<file path="src/rtl/ncl_rail_arbiter.sv">
// Two-requester round-robin injector onto a 1-of-4 NCL rail with DATA/NULL handshake and watchdog.
// Define NCL_ACK_SYNC_EN to pass rail_ack through a two-flop synchronizer before use.
module ncl_rail_arbiter #(
    parameter int unsigned WATCHDOG = 255
) (
    input  logic       clk,
    input  logic       init_n,
    input  logic       req0_valid,
    input  logic [1:0] req0_data,
    output logic       req0_ready,
    input  logic       req1_valid,
    input  logic [1:0] req1_data,
    output logic       req1_ready,
    output logic [3:0] rail,
    input  logic       rail_ack,
    output logic       grant,
    output logic       busy,
    output logic       timeout_err
);

    typedef enum logic [1:0] {StIdle, StWaitD, StWaitN} state_e;

    localparam int unsigned CntW = $clog2(WATCHDOG + 2);
    localparam logic [CntW-1:0] WdLimit = CntW'(WATCHDOG);

    state_e          state_q, state_d;
    logic [3:0]      rail_q, rail_d;
    logic            grant_q, grant_d;
    logic            timeout_q, timeout_d;
    logic [CntW-1:0] cnt_q, cnt_d;
    logic            ack_s;
    logic            can_xfer;
    logic            pick1;
    logic            xfer;
    logic [1:0]      sel_data;

`ifdef NCL_ACK_SYNC_EN
    logic [1:0] sync_q;

    always_ff @(posedge clk) begin
        if (!init_n) begin
            sync_q <= 2'b00;
        end else begin
            sync_q <= {sync_q[0], rail_ack};
        end
    end

    assign ack_s = sync_q[1];
`else
    assign ack_s = rail_ack;
`endif

    // Requester 1 wins when it is the only one valid, or when both are valid and 0 went last.
    assign can_xfer   = init_n && (state_q == StIdle) && !ack_s && !timeout_q;
    assign pick1      = req1_valid && (!req0_valid || !grant_q);
    assign req0_ready = can_xfer && req0_valid && !pick1;
    assign req1_ready = can_xfer && pick1;
    assign xfer       = req0_ready || req1_ready;
    assign sel_data   = pick1 ? req1_data : req0_data;

    always_comb begin
        state_d   = state_q;
        rail_d    = rail_q;
        grant_d   = grant_q;
        cnt_d     = cnt_q;
        timeout_d = timeout_q;
        if (!timeout_q) begin
            unique case (state_q)
                StIdle: begin
                    if (xfer) begin
                        state_d = StWaitD;
                        rail_d  = 4'b0001 << sel_data;
                        grant_d = pick1;
                    end
                end
                StWaitD: begin
                    if (ack_s) begin
                        state_d = StWaitN;
                        rail_d  = 4'b0000;
                    end
                end
                StWaitN: begin
                    if (!ack_s) begin
                        state_d = StIdle;
                    end
                end
                default: state_d = StIdle;
            endcase
            // Phase counter restarts on every state change; only handshake phases are timed.
            if (state_d != state_q) begin
                cnt_d = '0;
            end else if (state_q != StIdle) begin
                cnt_d = cnt_q + CntW'(1);
                if ((WATCHDOG != 0) && (cnt_d == WdLimit)) begin
                    timeout_d = 1'b1;
                end
            end
        end
    end

    always_ff @(posedge clk) begin
        if (!init_n) begin
            state_q   <= StIdle;
            rail_q    <= 4'b0000;
            grant_q   <= 1'b1;
            timeout_q <= 1'b0;
            cnt_q     <= '0;
        end else begin
            state_q   <= state_d;
            rail_q    <= rail_d;
            grant_q   <= grant_d;
            timeout_q <= timeout_d;
            cnt_q     <= cnt_d;
        end
    end

    assign rail        = rail_q;
    assign grant       = grant_q;
    assign busy        = (state_q != StIdle);
    assign timeout_err = timeout_q;

endmodule

</file>
<file path="config.mk">
export PLATFORM = sky130hd
export DESIGN_NAME = ncl_rail_arbiter
export DESIGN_NICKNAME = d
export VERILOG_FILES = /design/src/rtl/ncl_rail_arbiter.sv
export SDC_FILE = /design/constraint.sdc
export NUM_CORES = 1
export LEC_CHECK = 0
export BUFFER_PORTS_ARGS = -buffer_cell sky130_fd_sc_hd__clkbuf_2
export CORE_MARGIN = 2
export CORE_UTILIZATION = 59
export CTS_CLUSTER_DIAMETER = 40
export DETAILED_ROUTE_END_ITERATION = 10
export GPL_TIMING_DRIVEN = 0
export PLACE_DENSITY_LB_ADDON = 0.2
export SLEW_MARGIN = 20
export SYNTH_ARGS = -nofsm -noshare
export SYNTH_HDL_FRONTEND = slang
export SYNTH_SLANG_ARGS = --single-unit
</file>
<file path="constraint.sdc">
create_clock -name clk -period 3.25 [get_ports clk]
set_input_delay 0.325 -clock clk [delete_from_list [all_inputs] [get_ports clk]]
set_output_delay 0.325 -clock clk [all_outputs]
set_load 0.05 [all_outputs]
</file>
==> results.toml, run 1 <==
[outcome]
status = "complete, no violations"

[sta]
holdWs_ps = 330
worst-slew-pin-transition_ps = 556
max_freq_ghz = 0.492
maxSlewViolCount = 0
maxSlewHeadroom = 0.629
period_share = 0.626
final_period_minus_worst_setup_slack_ps = 2030
rsz0062_at_grt = "false"
setup_violations = 0
finalClockSkew_ps = 2.67
fin_tns_setup_ps = 0
hold_viol = 0

[worst_setup_path]
timing.rr.start = "cnt_q[0]"
endpoint_kind = "primary output"
r2r_slack_ps = 1410
r2r_cells = 5
r2r_end = "timeout_err"
worstPathArrival_ps = 1710
crit_required_ps = 2920
crit_fanout = 10
worst_setup_path_start_kind = "register"
path_class = "reg -> out"

[drt]
avgViaCountPerCell = 6.15
drc_errors = 0
dr.pass1.iters = 4
wire_per_inst_um = 13.9
drtAntennaViolNets = 0
vias = 1088
drt_iter0_drc = 21
drt_wl_total_mm = 2.47

[min_path]
hp-start = "req1_valid"
worstHoldEndpoint = "grant"
min_path_type = "in -> reg"
min_path_cells = 3

[synth]
yosysMostFrequentCell = "dfxtp_1"
synth-edff-count = 0
ys_seq_area_frac = 0.306
synth_top_area_share = 0.306
synth_largest_area_cell = "dfxtp_1"
synth_seq_cells = 17
syn_inst = 131
synth_ff_type = "dfxtp_1"
ys_types = 50
syn_area_um2 = 1110
synth_common_cells = "dfxtp_1 (17), nor2_1 (12), o21ai_0 (11)"
yosysWarnings = 0
syn_area_per_cell_um2 = 8.48
synth_nets = 142
async_flop_share = 0
synth_area_leaders = "dfxtp_1 (31%), a311oi_2 (5.4%), o21ai_0 (5.0%)"

[power]
power.share.clock = 0.285
ir_drop_mv = 0.240
internal-power_w = 0.000287
comb_power_share = 0.190
power.density_nw_per_um2 = 330
power_switching_w = 0.000127
p_sw_frac = 0.306
leakagePower_nw = 0.453
seq_power_share = 0.524

[grt]
antenna_found_initial = 0
grt_pass1_wl_mm = 3.91
grt_use_total = 0.248
grt_pass1_vias = 964
grt_max_degree = 11
grt.overflow.total = 0

[floorplan]
die_w_um = 47.4
fp.dieH_um = 47.4
std_cell_rows = 15
io_pins = 18
fp.dieArea_um2 = 2250
core_area_um2 = 1750
start_util = 0.637

[cts]
clk_latency_ps = 290
clock_sinks = 17
htree_levels = 1
clock_path_buffers = 2
cts_resized = 0
cts_tree = "done"
postCtsHoldBufs = 0
post-cts-setup-buffer-count = 0
root_buffer = "clkbuf_4"
cts.clk_slew.worst_paths_ps = 100
cts_buffers = 3

[placed_design]
gp_congestion = 0.826
dp_hpwl_mm = 1.86
numPortBuffers = 17

[layout]
nets = 164
drive_gt1_frac = 0.276
syn_to_final_growth_pct = 12.8
antenna_cells = 0

[job]
maxCapViolations = 0
-- cell type report --
class / count / area (µm²)
multi-input cells: 104 / 721
fillers: 142 / 492
flip-flops and latches: 17 / 340
repair buffers: 17 / 85.1
plain buffers: 7 / 38.8
well taps: 25 / 31.3
clock buffers: 4 / 26.3
inverters: 3 / 11.3
-- worst max-delay path: stages, from the launching register on --
cell      delay, ps
dfxtp_1         380
clkbuf_1        260
nor2_1          220
nand4_1         140
nor2_1          130
clkbuf_2        280
-- kinds of logic (layout without fill, tap and decap cells) --
group	Yosys count	after routing	synth area share
simple gates	53	53	0.273
compound gates	45	45	0.320
flops	17	17	0.306
buf+inv	10	31	0.0450
fa+ha+maj	2	2	0.0225
xor+xnor	2	2	0.0158
mux	2	2	0.0180
-- routing by layer --
metal / vias up / part of all wire / wire (µm) / GRT usage
li1: 547 / - / - / -
met4: 0 / 0.019 / 46 / 0.117
met3: 4 / 0.027 / 66 / 0.0577
met5: - / 0 / 0 / 0
met1: 519 / 0.46 / 1140 / 0.283
met2: 18 / 0.49 / 1220 / 0.430
-- metrics by stage --
step           instances  total power [W]  setup WS (ps)  utilization  area (µm²)
2_1_floorplan        131         0.000279           1200            -        1110
3_3_place_gp         173         0.000298           1510        0.703        1230
3_5_place_dp         173         0.000300           1440        0.703        1230
4_1_cts              177         0.000413           1220        0.718        1250
5_1_grt              177         0.000426           1110        0.718        1250
6_report             177         0.000414           1220        0.718        1250
-- layout by cell type (no fill, tap or decap), drive strengths merged, types with 2 or more instances in the layout --
| master | instances |
|---|---|
| clkbuf | 24 |
| dfxtp | 17 |
| nor2 | 13 |
| a21oi | 12 |
| o21ai | 11 |
| nand2 | 8 |
| nand3 | 7 |
| nand2b | 4 |
| a311oi | 4 |
| nand4 | 4 |
| buf | 4 |
| inv | 3 |
| a32o | 3 |
| and3 | 3 |
| or2 | 3 |
| o21a | 2 |
| nor3 | 2 |
| o2111ai | 2 |
| or4 | 2 |
| xnor2 | 2 |
| mux2i | 2 |
| nor3b | 2 |
| ha | 2 |
-- worst max path at each step --
stage / startpoint / to / slack [ps] / depth (start not counted)
CTS: timeout_err / req0_ready / 1220 / 5
global placement: cnt_q[0] / timeout_err / 1510 / 5
floorplan: timeout_err / req0_ready / 1200 / 4
global route: timeout_err / req0_ready / 1110 / 5
finish: timeout_err / req0_ready / 1220 / 5
detailed placement: cnt_q[0] / timeout_err / 1440 / 5
-- state kept, by name, indices dropped and copies added (netlist names) --
signal	cells
grant	1
rail	4
timeout_err	1
state_q	2
cnt_q	9
-- power by group through the flow --
stage,clock network [W],logic [W],registers (W)
3_5_place_dp,0,0.0000784,0.000222
5_1_grt,0.000124,0.0000842,0.000218
3_3_place_gp,0,0.0000761,0.000222
6_report,0.000118,0.0000788,0.000217
2_1_floorplan,0,0.0000495,0.000230
4_1_cts,0.000117,0.0000790,0.000217
Note: power is estimated with default switching activity, not from simulation.
==> run 2, diff against run 1 <==
--- a/config.mk
+++ b/config.mk
@@ -7,7 +7,7 @@
 export LEC_CHECK = 0
 export BUFFER_PORTS_ARGS = -buffer_cell sky130_fd_sc_hd__clkbuf_2
 export CORE_MARGIN = 2
-export CORE_UTILIZATION = 59
+export CORE_UTILIZATION = 49
 export CTS_CLUSTER_DIAMETER = 40
 export DETAILED_ROUTE_END_ITERATION = 10
 export GPL_TIMING_DRIVEN = 0
==> constraint.sdc (replaced) <==
create_clock -name clk -period 1.8 [get_ports clk]
set_input_delay 0.18 -clock clk [delete_from_list [all_inputs] [get_ports clk]]
set_output_delay 0.18 -clock clk [all_outputs]
set_load 0.05 [all_outputs]
==> run 2 against run 1 <==
Global-route usage is 3.7 points lower. Worst hold slack worse by 120 ps. First-iteration DRC count is 100% higher. Register-to-register slack worse by 1300 ps. Cell area is 1.7% higher. Sequential power is 81% higher. Core utilization is 13 points lower. Clock-buffer cell count is 1 lower. Largest cell class unchanged. Highest routed layer unchanged.
==> results.toml, run 2 (same netlist as run 1, synthesis figures left out) <==
[layout]
drive_gt1_frac = 0.329
nFillCells = 214
antenna_cells = 0
final_common_cell = "clkbuf_2"
fin_cells = 180
largest_reg_flops = 9
top_register = "cnt_q"
syn_to_final_growth_pct = 14.8
nets = 164
most-common-layout-cells = "clkbuf_2 (17), dfxtp_1 (16), o21ai_0 (11)"

[worst_setup_path]
critPathBufInv = 0
crit_required_ps = 2040
cp_cell_sequence = "ha_2, nand2_1, or4_1, o311ai_1, a32o_1"
cpLargestDelayFamily = "simple AND/OR/NAND/NOR gates"
path_class = "reg -> reg"
slowest_stage = "or4_1"
worst_setup_path_start_kind = "register"
crit_fanout = 6
worstPathArrival_ps = 1930
path_depth = 5
endpoint_kind = "register"
worst_path_largest_cell_delay_ps = 530
r2r_cells = 5

[cts]
cts.clk_slew.worst_paths_ps = 100
clk_latency_ps = 290
clock_path_buffers = 2
clock_sinks = 17
postCtsHoldBufs = 0
cts_tree = "done"
root_buffer = "clkbuf_4"
htree_levels = 1
cts_buffers = 3

[placed_design]
gp_congestion = 0.811
numPortBuffers = 17
dpl.cell_count = 176
dp_hpwl_mm = 1.99
place_ws_ps = 36.2

[power]
p_sw_frac = 0.311
power_switching_w = 0.000233
power.share.clock = 0.278
leakagePower_nw = 0.462
comb_power_share = 0.198
internal-power_w = 0.000516
seq_power_share = 0.524
power.density_nw_per_um2 = 588
ir_drop_mv = 0.556

[grt]
grt_use_total = 0.210
antenna_found_initial = 0
grt_pass1_vias = 944
grt_pass1_wl_mm = 4.18
grt.overflow.total = 0
grt_max_degree = 11

[floorplan]
start_util = 0.512
io_pins = 18
std_cell_rows = 17
die_w_um = 51.6
fp.dieArea_um2 = 2660
core_area_um2 = 2170
fp.dieH_um = 51.6

[sta]
rsz0062_at_grt = "false"
maxSlewHeadroom = 0.608
fin_ws_ps = 113
hold_viol = 0
period_share = 0.937
setup_violations = 0
finalClockSkew_ps = 1.07
final_period_minus_worst_setup_slack_ps = 1690
fin_tns_setup_ps = 0
maxSlewViolCount = 0
holdWs_ps = 212
worst-slew-pin-transition_ps = 588
max_freq_ghz = 0.593

[job]
maxCapViolations = 0

[drt]
drc_errors = 0
drt_wl_total_mm = 2.62
wire_per_inst_um = 14.5
vias = 1098
dr.pass1.iters = 5
drtAntennaViolNets = 0
avgViaCountPerCell = 6.10
drt_iter0_drc = 42

[min_path]
min_path_type = "in -> reg"
min_path_cells = 3

[outcome]
status = "complete, no violations"
==> run 2: timing repair <==
action / 4_1_cts / 5_1_grt
setup endpoints to repair: 2 / 3
setup buffers: 0 / 0
gates resized for setup: 2 / 7
==> run 2: worst paths after layout <==
check / slack (ps) / endpoint / from
setup / recovery: 110 / timeout_err / cnt_q[1]
hold / removal: 210 / grant / req1_valid
hold reg to reg: 490 / rail[3] / rail[3]
setup reg to reg: 110 / timeout_err / cnt_q[1]
==> run 2: worst register-to-register path, stage by stage, from the launching register on <==
cell      delay (ps)
dfxtp_1          420
ha_2             280
nand2_1          120
or4_1            530
o311ai_1          90
a32o_1           200
==> run 2: power by group through the flow <==
stage	Clock, W	Combinational, W	Sequential (W)
6_report	0.000208	0.000149	0.000393
5_1_grt	0.000230	0.000160	0.000394
3_5_place_dp	0	0.000146	0.000401
3_3_place_gp	0	0.000140	0.000400
2_1_floorplan	0	0.0000906	0.000414
4_1_cts	0.000214	0.000146	0.000392
==> run 2: layer usage <==
layer	track usage	wire, µm
met2	0.344	1300
met4	0.105	13
met3	0.0431	121
met1	0.261	1180
met5	0	0
==> run 2: area by class of cell <==
class                      instances  area [µm²]  area share
multi-input combinational        104         731       0.573
timing repair buffer              17        87.6      0.0687
buffer                             7        41.3      0.0324
inverter                           3        11.3     0.00883
clock buffer                       3        22.5      0.0177
clock inverter                     1        5.00     0.00393
tap                               28        35.0      0.0275
sequential                        17         342       0.268
==> run 2: per-stage QoR <==
step,area [µm²],util,total power (W)
floorplan,1120,-,0.000505
global placement,1240,0.570,0.000540
detailed placement,1240,0.570,0.000546
CTS,1270,0.584,0.000752
global route,1270,0.588,0.000784
finish,1270,0.588,0.000750
